File: src/rtl/fwd_select_unit_pkg.sv
// Shared types for the forwarding-select generator: select encodings and the
// {valid, rd} tracker entry used by the top level and the per-operand matcher.
package fwd_select_unit_pkg;

  localparam int FWD_REG_W = 5;
  localparam int TRK_N     = 6;

  typedef enum logic [1:0] {
    SEL_RF    = 2'b00,
    SEL_EXMEM = 2'b01,
    SEL_MEMWB = 2'b10,
    SEL_WBL   = 2'b11
  } fwd_sel_e;

  typedef struct packed {
    logic                 valid;
    logic [FWD_REG_W-1:0] rd;
  } trk_entry_t;

  // valid already folds in regwrite; x0 is never a forwarding source
  function automatic logic trk_hit(input trk_entry_t e, input logic [FWD_REG_W-1:0] rs);
    return e.valid && (e.rd != '0) && (e.rd == rs);
  endfunction

endpackage

File: src/rtl/fwd_match.sv
// Priority match of one source operand against the six tracker entries.
// Entry index is stage*2 + lane with stage 0 = EX, 1 = MEM, 2 = WB.
module fwd_match
  import fwd_select_unit_pkg::*;
(
  input  logic                       en,
  input  logic [FWD_REG_W-1:0]       rs,
  input  trk_entry_t [TRK_N-1:0]     trk,
  output fwd_sel_e                   sel,
  output logic                       lane
);

  logic [TRK_N-1:0] hit;

  always_comb begin
    for (int i = 0; i < TRK_N; i++) begin
      hit[i] = en && (rs != '0) && trk_hit(trk[i], rs);
    end
    sel  = SEL_RF;
    lane = 1'b0;
    // youngest stage first; within a stage lane 1 is younger
    if (hit[1]) begin
      sel  = SEL_EXMEM;
      lane = 1'b1;
    end else if (hit[0]) begin
      sel  = SEL_EXMEM;
    end else if (hit[3]) begin
      sel  = SEL_MEMWB;
      lane = 1'b1;
    end else if (hit[2]) begin
      sel  = SEL_MEMWB;
    end else if (hit[5]) begin
      sel  = SEL_WBL;
      lane = 1'b1;
    end else if (hit[4]) begin
      sel  = SEL_WBL;
    end
  end

endmodule

File: src/rtl/fwd_select_unit.sv
// Dual-issue forwarding-select generator: tracks EX/MEM/WB destinations and
// registers a select code and producing lane for each of the four ID operands.
module fwd_select_unit
  import fwd_select_unit_pkg::*;
#(
  parameter int REG_W = 5,
  parameter int NSLOT = 2
) (
  input  logic                        clk,
  input  logic                        rst,
  input  logic [NSLOT-1:0]            id_valid,
  input  logic [NSLOT-1:0][REG_W-1:0] id_rs1,
  input  logic [NSLOT-1:0][REG_W-1:0] id_rs2,
  input  logic [NSLOT-1:0][REG_W-1:0] id_rd,
  input  logic [NSLOT-1:0]            id_regwrite,
  input  logic                        stall,
  input  logic                        flush,
  output logic [NSLOT-1:0][1:0]       ex_sel_rs1,
  output logic [NSLOT-1:0][1:0]       ex_sel_rs2,
  output logic [NSLOT-1:0]            ex_lane_rs1,
  output logic [NSLOT-1:0]            ex_lane_rs2,
  output logic                        pair_dep
);

  if (NSLOT != 2 || REG_W != FWD_REG_W) begin : g_bad_param
    $error("fwd_select_unit supports exactly two slots and the package register width");
  end

  logic                       kill;
  logic [TRK_N-1:0]           trk_vld;
  logic [TRK_N-1:0][REG_W-1:0] trk_rd;
  trk_entry_t [TRK_N-1:0]     trk;
  fwd_sel_e                   sel_rs1 [NSLOT];
  fwd_sel_e                   sel_rs2 [NSLOT];
  logic [NSLOT-1:0]           lane_rs1;
  logic [NSLOT-1:0]           lane_rs2;

  assign kill = stall | flush;

  assign pair_dep = id_valid[0] & id_valid[1] & id_regwrite[0] & (id_rd[0] != '0) &
                    ((id_rd[0] == id_rs1[1]) | (id_rd[0] == id_rs2[1]));

  always_comb begin
    for (int i = 0; i < TRK_N; i++) begin
      trk[i].valid = trk_vld[i];
      trk[i].rd    = trk_rd[i];
    end
  end

  for (genvar g = 0; g < NSLOT; g++) begin : g_slot
    fwd_match u_rs1 (
      .en   (id_valid[g]),
      .rs   (id_rs1[g]),
      .trk  (trk),
      .sel  (sel_rs1[g]),
      .lane (lane_rs1[g])
    );
    fwd_match u_rs2 (
      .en   (id_valid[g]),
      .rs   (id_rs2[g]),
      .trk  (trk),
      .sel  (sel_rs2[g]),
      .lane (lane_rs2[g])
    );
  end

  // ID -> EX boundary: a killed pair enters EX as an invalid bubble
  always_ff @(posedge clk) begin
    if (rst) begin
      trk_vld <= '0;
    end else begin
      trk_vld <= {trk_vld[3:0], id_valid & id_regwrite & {NSLOT{~kill}}};
    end
  end

  always_ff @(posedge clk) begin
    trk_rd <= {trk_rd[3:0], id_rd};
  end

  // select registers: aligned with the pair now in EX
  always_ff @(posedge clk) begin
    if (rst || kill) begin
      ex_sel_rs1  <= '0;
      ex_sel_rs2  <= '0;
      ex_lane_rs1 <= '0;
      ex_lane_rs2 <= '0;
    end else begin
      for (int s = 0; s < NSLOT; s++) begin
        ex_sel_rs1[s] <= sel_rs1[s];
        ex_sel_rs2[s] <= sel_rs2[s];
      end
      ex_lane_rs1 <= lane_rs1;
      ex_lane_rs2 <= lane_rs2;
    end
  end

endmodule
File: config.mk
export PLATFORM = sky130hd
export DESIGN_NAME = fwd_select_unit
export DESIGN_NICKNAME = d
export VERILOG_FILES = /design/src/rtl/fwd_select_unit_pkg.sv /design/src/rtl/fwd_match.sv /design/src/rtl/fwd_select_unit.sv
export SDC_FILE = /design/constraint.sdc
export NUM_CORES = 1
export LEC_CHECK = 0
export BUFFER_PORTS_ARGS = -buffer_cell sky130_fd_sc_hd__buf_2
export CAP_MARGIN = 40
export CORE_ASPECT_RATIO = 1.75
export CORE_UTILIZATION = 61
export DETAILED_ROUTE_END_ITERATION = 10
export GPL_TIMING_DRIVEN = 0
export PLACE_DENSITY = 0.82
export SLEW_MARGIN = 30
export SYNTH_ARGS = -nofsm -noshare
export SYNTH_HDL_FRONTEND = slang
export SYNTH_SLANG_ARGS = --single-unit
File: constraint.sdc
create_clock -name clk -period 5.44 [get_ports clk]
set_input_delay 0.272 -clock clk [delete_from_list [all_inputs] [get_ports clk]]
set_output_delay 0.272 -clock clk [all_outputs]
set_load 0.01 [all_outputs]
# --- Word level (Yosys, flattened, before mapping) ---
# Cells that the tools add are included.
op_classes:
  n_bitwise: 9
  eq_ne: 26
  n_reduce_logical: 74
  muxes: 44
ops:
  columns: ["cell", "n"]
  rows:
  - ["equality test 5 bit", 26]
  - ["logical AND 1 bit", 58]
  - ["nonzero test 5 bit", 11]
  - ["two-way mux 2 bit", 16]
  - ["two-way mux 1 bit", 28]
  - ["OR reduction 3 bit", 4]
  - ["AND 1 bit", 4]
  - ["AND 2 bit", 2]
  - ["OR 1 bit", 2]
  - ["logical OR 1 bit", 1]
  - ["NOT 1 bit", 1]
totals:
  regBits: 48
  inputBits: 38

# --- Logic depth before layout (Yosys ltp) ---
logic_depth:
  depth_word: 10
  mapped_depth: 7

# --- Modules after synthesis ---
# A second synthesis with hierarchy kept.
hier_totals:
  cells_unflattened: 345
  area_unflattened_um2: 3183.1
by_module_without_submodules:
  columns: ["module", "area_each_um2", "instances", "cells_each"]
  rows:
  - ["fwd_match", 493.0, 4, 65]
  - ["fwd_select_unit", 1211.2, 1, 85]

# --- Least setup slack after synthesis ---
# Ideal clock, no wire load.
synth_timing:
  path_kind: "input port to flip-flop"
  startpoint: "in id_rs2[6] in the netlist's numbering"
  endpoint: "reg ex_sel_rs2[3] in the netlist's numbering"
  setup_time_ns: 0.122
  setup_slack_ns: 3.661
  arrival_ns: 1.658
  cell_stages: 6
  cell_sequence: "buf_6 -> or4_4 -> o21ai_4 -> or4_4 -> o41ai_1 -> o311a_1"
synth_via:
  elab_chain_len: 7
synth_lines:
  columns: ["item", "line", "source"]
  rows:
  - ["start: declaration", "fwd_select_unit.sv:13", "input logic [NSLOT-1:0][REG_W-1:0] id_rs2,"]
  - ["equality test 5 bit / nonzero test 5 bit (equally long branches)", "fwd_select_unit_pkg.sv:22, fwd_match.sv:17", null]
  - ["logical AND 1 bit, on equally long branches", "fwd_select_unit_pkg.sv:22, fwd_match.sv:17", null]
  - ["logical AND 1 bit", "fwd_match.sv:17", "hit[i] = en && (rs != '0) && trk_hit(trk[i], rs);"]
  - ["two-way mux 2 bit", "fwd_match.sv:35", "end else if (hit[4]) begin"]
  - ["two-way mux 2 bit", "fwd_match.sv:32", "end else if (hit[5]) begin"]
  - ["two-way mux 2 bit", "fwd_match.sv:30", "end else if (hit[2]) begin"]
  - ["two-way mux 2 bit", "fwd_match.sv:27", "end else if (hit[3]) begin"]
  - ["end signal: indexed assignment", "fwd_select_unit.sv:90", "ex_sel_rs2[s] <= sel_rs2[s];"]
  - ["end: declaration", "fwd_select_unit.sv:19", "output logic [NSLOT-1:0][1:0] ex_sel_rs2,"]
# Parallel ways exist; a longest one is shown, timed or not.
# A chain may end at the register's enable or synchronous reset.

# --- Worst setup path after layout ---
layout_timing:
  startpoint: "reg trk_rd, in the netlist trk[20]"
  endpoint: "reg ex_sel_rs1[2] in the netlist's numbering"
layout_via:
  elab_chain_len: 7
layout_lines:
  columns: ["item", "line", "source"]
  rows:
  - ["start: declaration", "fwd_select_unit.sv:31", "logic [TRK_N-1:0][REG_W-1:0] trk_rd;"]
  - ["start signal: assignment", "fwd_select_unit.sv:77", "trk_rd <= {trk_rd[3:0], id_rd};"]
  - ["nonzero test 5 bit", "fwd_select_unit_pkg.sv:22", "return e.valid && (e.rd != '0) && (e.rd == rs);"]
  - ["logical AND 1 bit", "fwd_select_unit_pkg.sv:22", null]
  - ["logical AND 1 bit (*)", "fwd_select_unit_pkg.sv:22", null]
  - ["logical AND 1 bit (*)", "fwd_match.sv:17", null]
  - ["two-way mux 2 bit (*)", "fwd_match.sv:27", null]
  - ["two-way mux 1 bit (*)", "fwd_match.sv:25", "end else if (hit[0]) begin"]
  - ["two-way mux 1 bit (*)", "fwd_match.sv:22", "if (hit[1]) begin"]
  - ["end signal: indexed assignment", "fwd_select_unit.sv:89", "ex_sel_rs1[s] <= sel_rs1[s];"]
  - ["end: declaration", "fwd_select_unit.sv:18", "output logic [NSLOT-1:0][1:0] ex_sel_rs1,"]
# Mark *: on every way between the ends. The rest lies on a longest branch, timed or not.

==> impl_metrics.csv <==
group,metric,value,unit
timing,fmax,0.455,GHz
grt,grt.overflow.total,0,
grt,grt_max_degree,15,
routing,drt-initial-drc-count,113,
cts,post_cts_buffers,0,
cts,cts_resized,0,
outcome,status,"complete, but fails checks",
routing,drt_first_pass_iters,7,
routing,drc,6,
routing,viasPerCell,5.81,
cells_and_area,n_antenna_cell,0,
logic_synthesis,async_flop_share,0,%
die,fp.dieH,97.8,um
timing,rsz0062_at_grt,"false",
power_and_ir_drop,power,0.000841,W
setup_path,critPathSlowestCell,"nor4_1",
cells_and_area,fin_nets,445,
routing,drtAntennaViolNets,0,
setup_path,crit_required,5.62,ns
placement,post-place-ws,3.36,ns
logic_synthesis,ys_types,36,
outcome,violations,"design-rule violations",
timing,drv_slew,0,
routing,routed_wl,8270,um
logic_synthesis,synth_nets,407,
timing,post-route-period-util,40.4,%
power_and_ir_drop,p_per_area,237,nW/um2
routing,vias,2683,
logic_synthesis,synth_seq_cells,48,
cells_and_area,area.growth.synth_to_final,10.9,%
grt,track_usage,31.6,%
routing,avgRoutedWirePerCell,17.9,um
min_path,min_path_type,"in -> reg",
setup_path,slowest_delay,0.80,ns
logic_synthesis,syn_area,3200,um2
placement,dp_hpwl,6280,um
logic_synthesis,synth_edf_count,0,
grt,grt_pass1_vias,2884,
timing,worstMarginPinSlew,0.897,ns
setup_path,endpoint_kind,"register",
cts,root_buffer,"clkbuf_8",
logic_synthesis,syn_area_per_cell,8.67,um2
cts,clock_latency,0.30,ns
timing,postLayoutSetupSlackWorst,3.24,ns
timing,clock_skew,0.00442,ns
cts,numCtsBuffers,5,
cts,clock-sinks,48,
logic_synthesis,yosysWarnings,0,
setup_path,cp.arrival,2.38,ns
die,pin_count,51,
power_and_ir_drop,power.leakage,1.28,nW
setup_path,critical_path.cell_chain,"clkbuf_1 -> or4_1 -> o21ai_2 -> nor4_1 -> a21oi_2 -> nand3_1 -> a31oi_1",
die,core_area,5020,um2
job,maxCapViolations,0,
cts,cts_tree,"built",
cts,ctsHoldBuffers,0,
power_and_ir_drop,ir_worst_vdd,0.159,mV
timing,setup_viol,0,
cells_and_area,fin_cells,462,
logic_synthesis,ys_seq_area_share,30.0,%
logic_synthesis,synthCells,369,
setup_path,cp_max_fo,5,
die,dieArea,5550,um2
timing,slew_headroom,39.7,%
logic_synthesis,synthFlopType,"dfxtp_1",
placement,place.port_buffers,30,
grt,antenna_found_initial,0,
cts,cts_buffer_depth,2,
die,placementRows,34,
cts,h-tree-depth,2,
cts,clkTransAtPathRegs,0.09,ns
cells_and_area,drive_gt1_share,19.1,%
die,chipWidth,56.7,um
placement,dp_cells,454,
setup_path,setup.worst_path.class,"reg -> reg",
timing,tns,0,ns
placement,place.gp.congestion,0.981,
grt,grt_first_pass_wirelength,13400,um
timing,hold_violations,0,
setup_path,start_kind,"register",
die,start_util,63.7,%
timing,final.min_clock_period,2.20,ns
cells in the mapped netlist, types with 4 or more instances:
cell,n,area share [%]
nor3_1,12,1.9
or4_1,14,3.3
a21oi_1,8,1.3
nor2b_1,6,1.2
nand3_1,26,4.1
xor2_1,27,7.4
clkbuf_1,19,2.2
xnor2_1,103,28
nand2_1,20,2.3
dfxtp_1,48,30
buf_1,5,0.59
o21ai_2,4,1.1
nor4_1,8,1.6
o41ai_1,4,1.1
nor2_1,8,0.94
buf_2,21,3.3
path summary, 6_finish.rpt:
kind,start,to,slack (ns),cells after the start
min,id_rd[8],trk[9],0.07,1
max reg2reg,trk[20],ex_sel_rs1[2],3.24,7
max,trk[20],ex_sel_rs1[2],3.24,7
min reg2reg,trk[13],trk[25],0.35,0
final cells by class:
type / instances / area [um2]
clock buffer: 7 / 96.3
buffer: 51 / 251
clock inverter: 1 / 30.0
inverter: 2 / 7.51
fill: 403 / 1470
sequential: 48 / 961
timing repair buffer: 31 / 155
multi-input combinational: 268 / 1980
tap: 54 / 67.6
metrics by stage:
stage / utilization (%) / area, um2 / hold WS, ns
2_1_floorplan: - / 3200 / 0.300
3_3_place_gp: 68.0 / 3420 / 0.333
3_5_place_dp: 68.1 / 3420 / 0.333
4_1_cts: 70.7 / 3550 / 0.0593
5_1_grt: 70.7 / 3550 / 0.0592
6_report: 70.7 / 3550 / 0.0653
cell families after synthesis:
logic type | count (synthesis) | share of synthesized area (%)
xor gates and xnor gates | 130 | 35.6
buffers and inverters | 53 | 8.10
and+or+nand+nor | 105 | 18.1
DFF | 48 | 30.0
AOI/OAI and AO/OA | 33 | 8.18
critical path, delay by kind of cell, from the launching register on:
kind | cells | cell delay, ns
simple gates | 3 | 1.12
flops | 1 | 0.36
compound gates | 3 | 0.33
buf+inv | 1 | 0.29
metal layers:
metal | routed length, um | global-route usage, % | vias up
met2 | 4200 | 54.9 | 130
met5 | 0 | 0 | -
met3 | 562 | 5.83 | 40
li1 | - | - | 1286
met4 | 432 | 23.1 | 0
met1 | 3080 | 33.2 | 1227
registers in the layout (all words and copies together), names as in the netlist:
register	flops
ex_sel_rs1	4
trk_vld	6
ex_sel_rs2	4
trk	30
ex_lane_rs2	2
ex_lane_rs1	2
report_power, final:
part           total, W  internal (W)  leakage [nW]  switching, W
clock network  0.000282      0.000162        0.0645      0.000119
registers      0.000368      0.000363         0.398    0.00000488
logic          0.000190     0.0000843         0.813      0.000106
total          0.000841      0.000610          1.28      0.000230
cells in the final DEF (no fill, tap or decap), types with 4 or more instances in the layout:
master,instances
nor2b_1,6
xnor2_1,103
clkbuf_8,7
nor2_1,8
buf_1,5
nor3_1,12
a21oi_1,8
nor4_1,8
or4_1,14
o41ai_1,4
xor2_1,27
nand2_1,20
clkbuf_1,19
o21ai_2,4
nand3_1,26
buf_2,52
dfxtp_1,48
No activity file was read; power rests on OpenSTA's default activity.
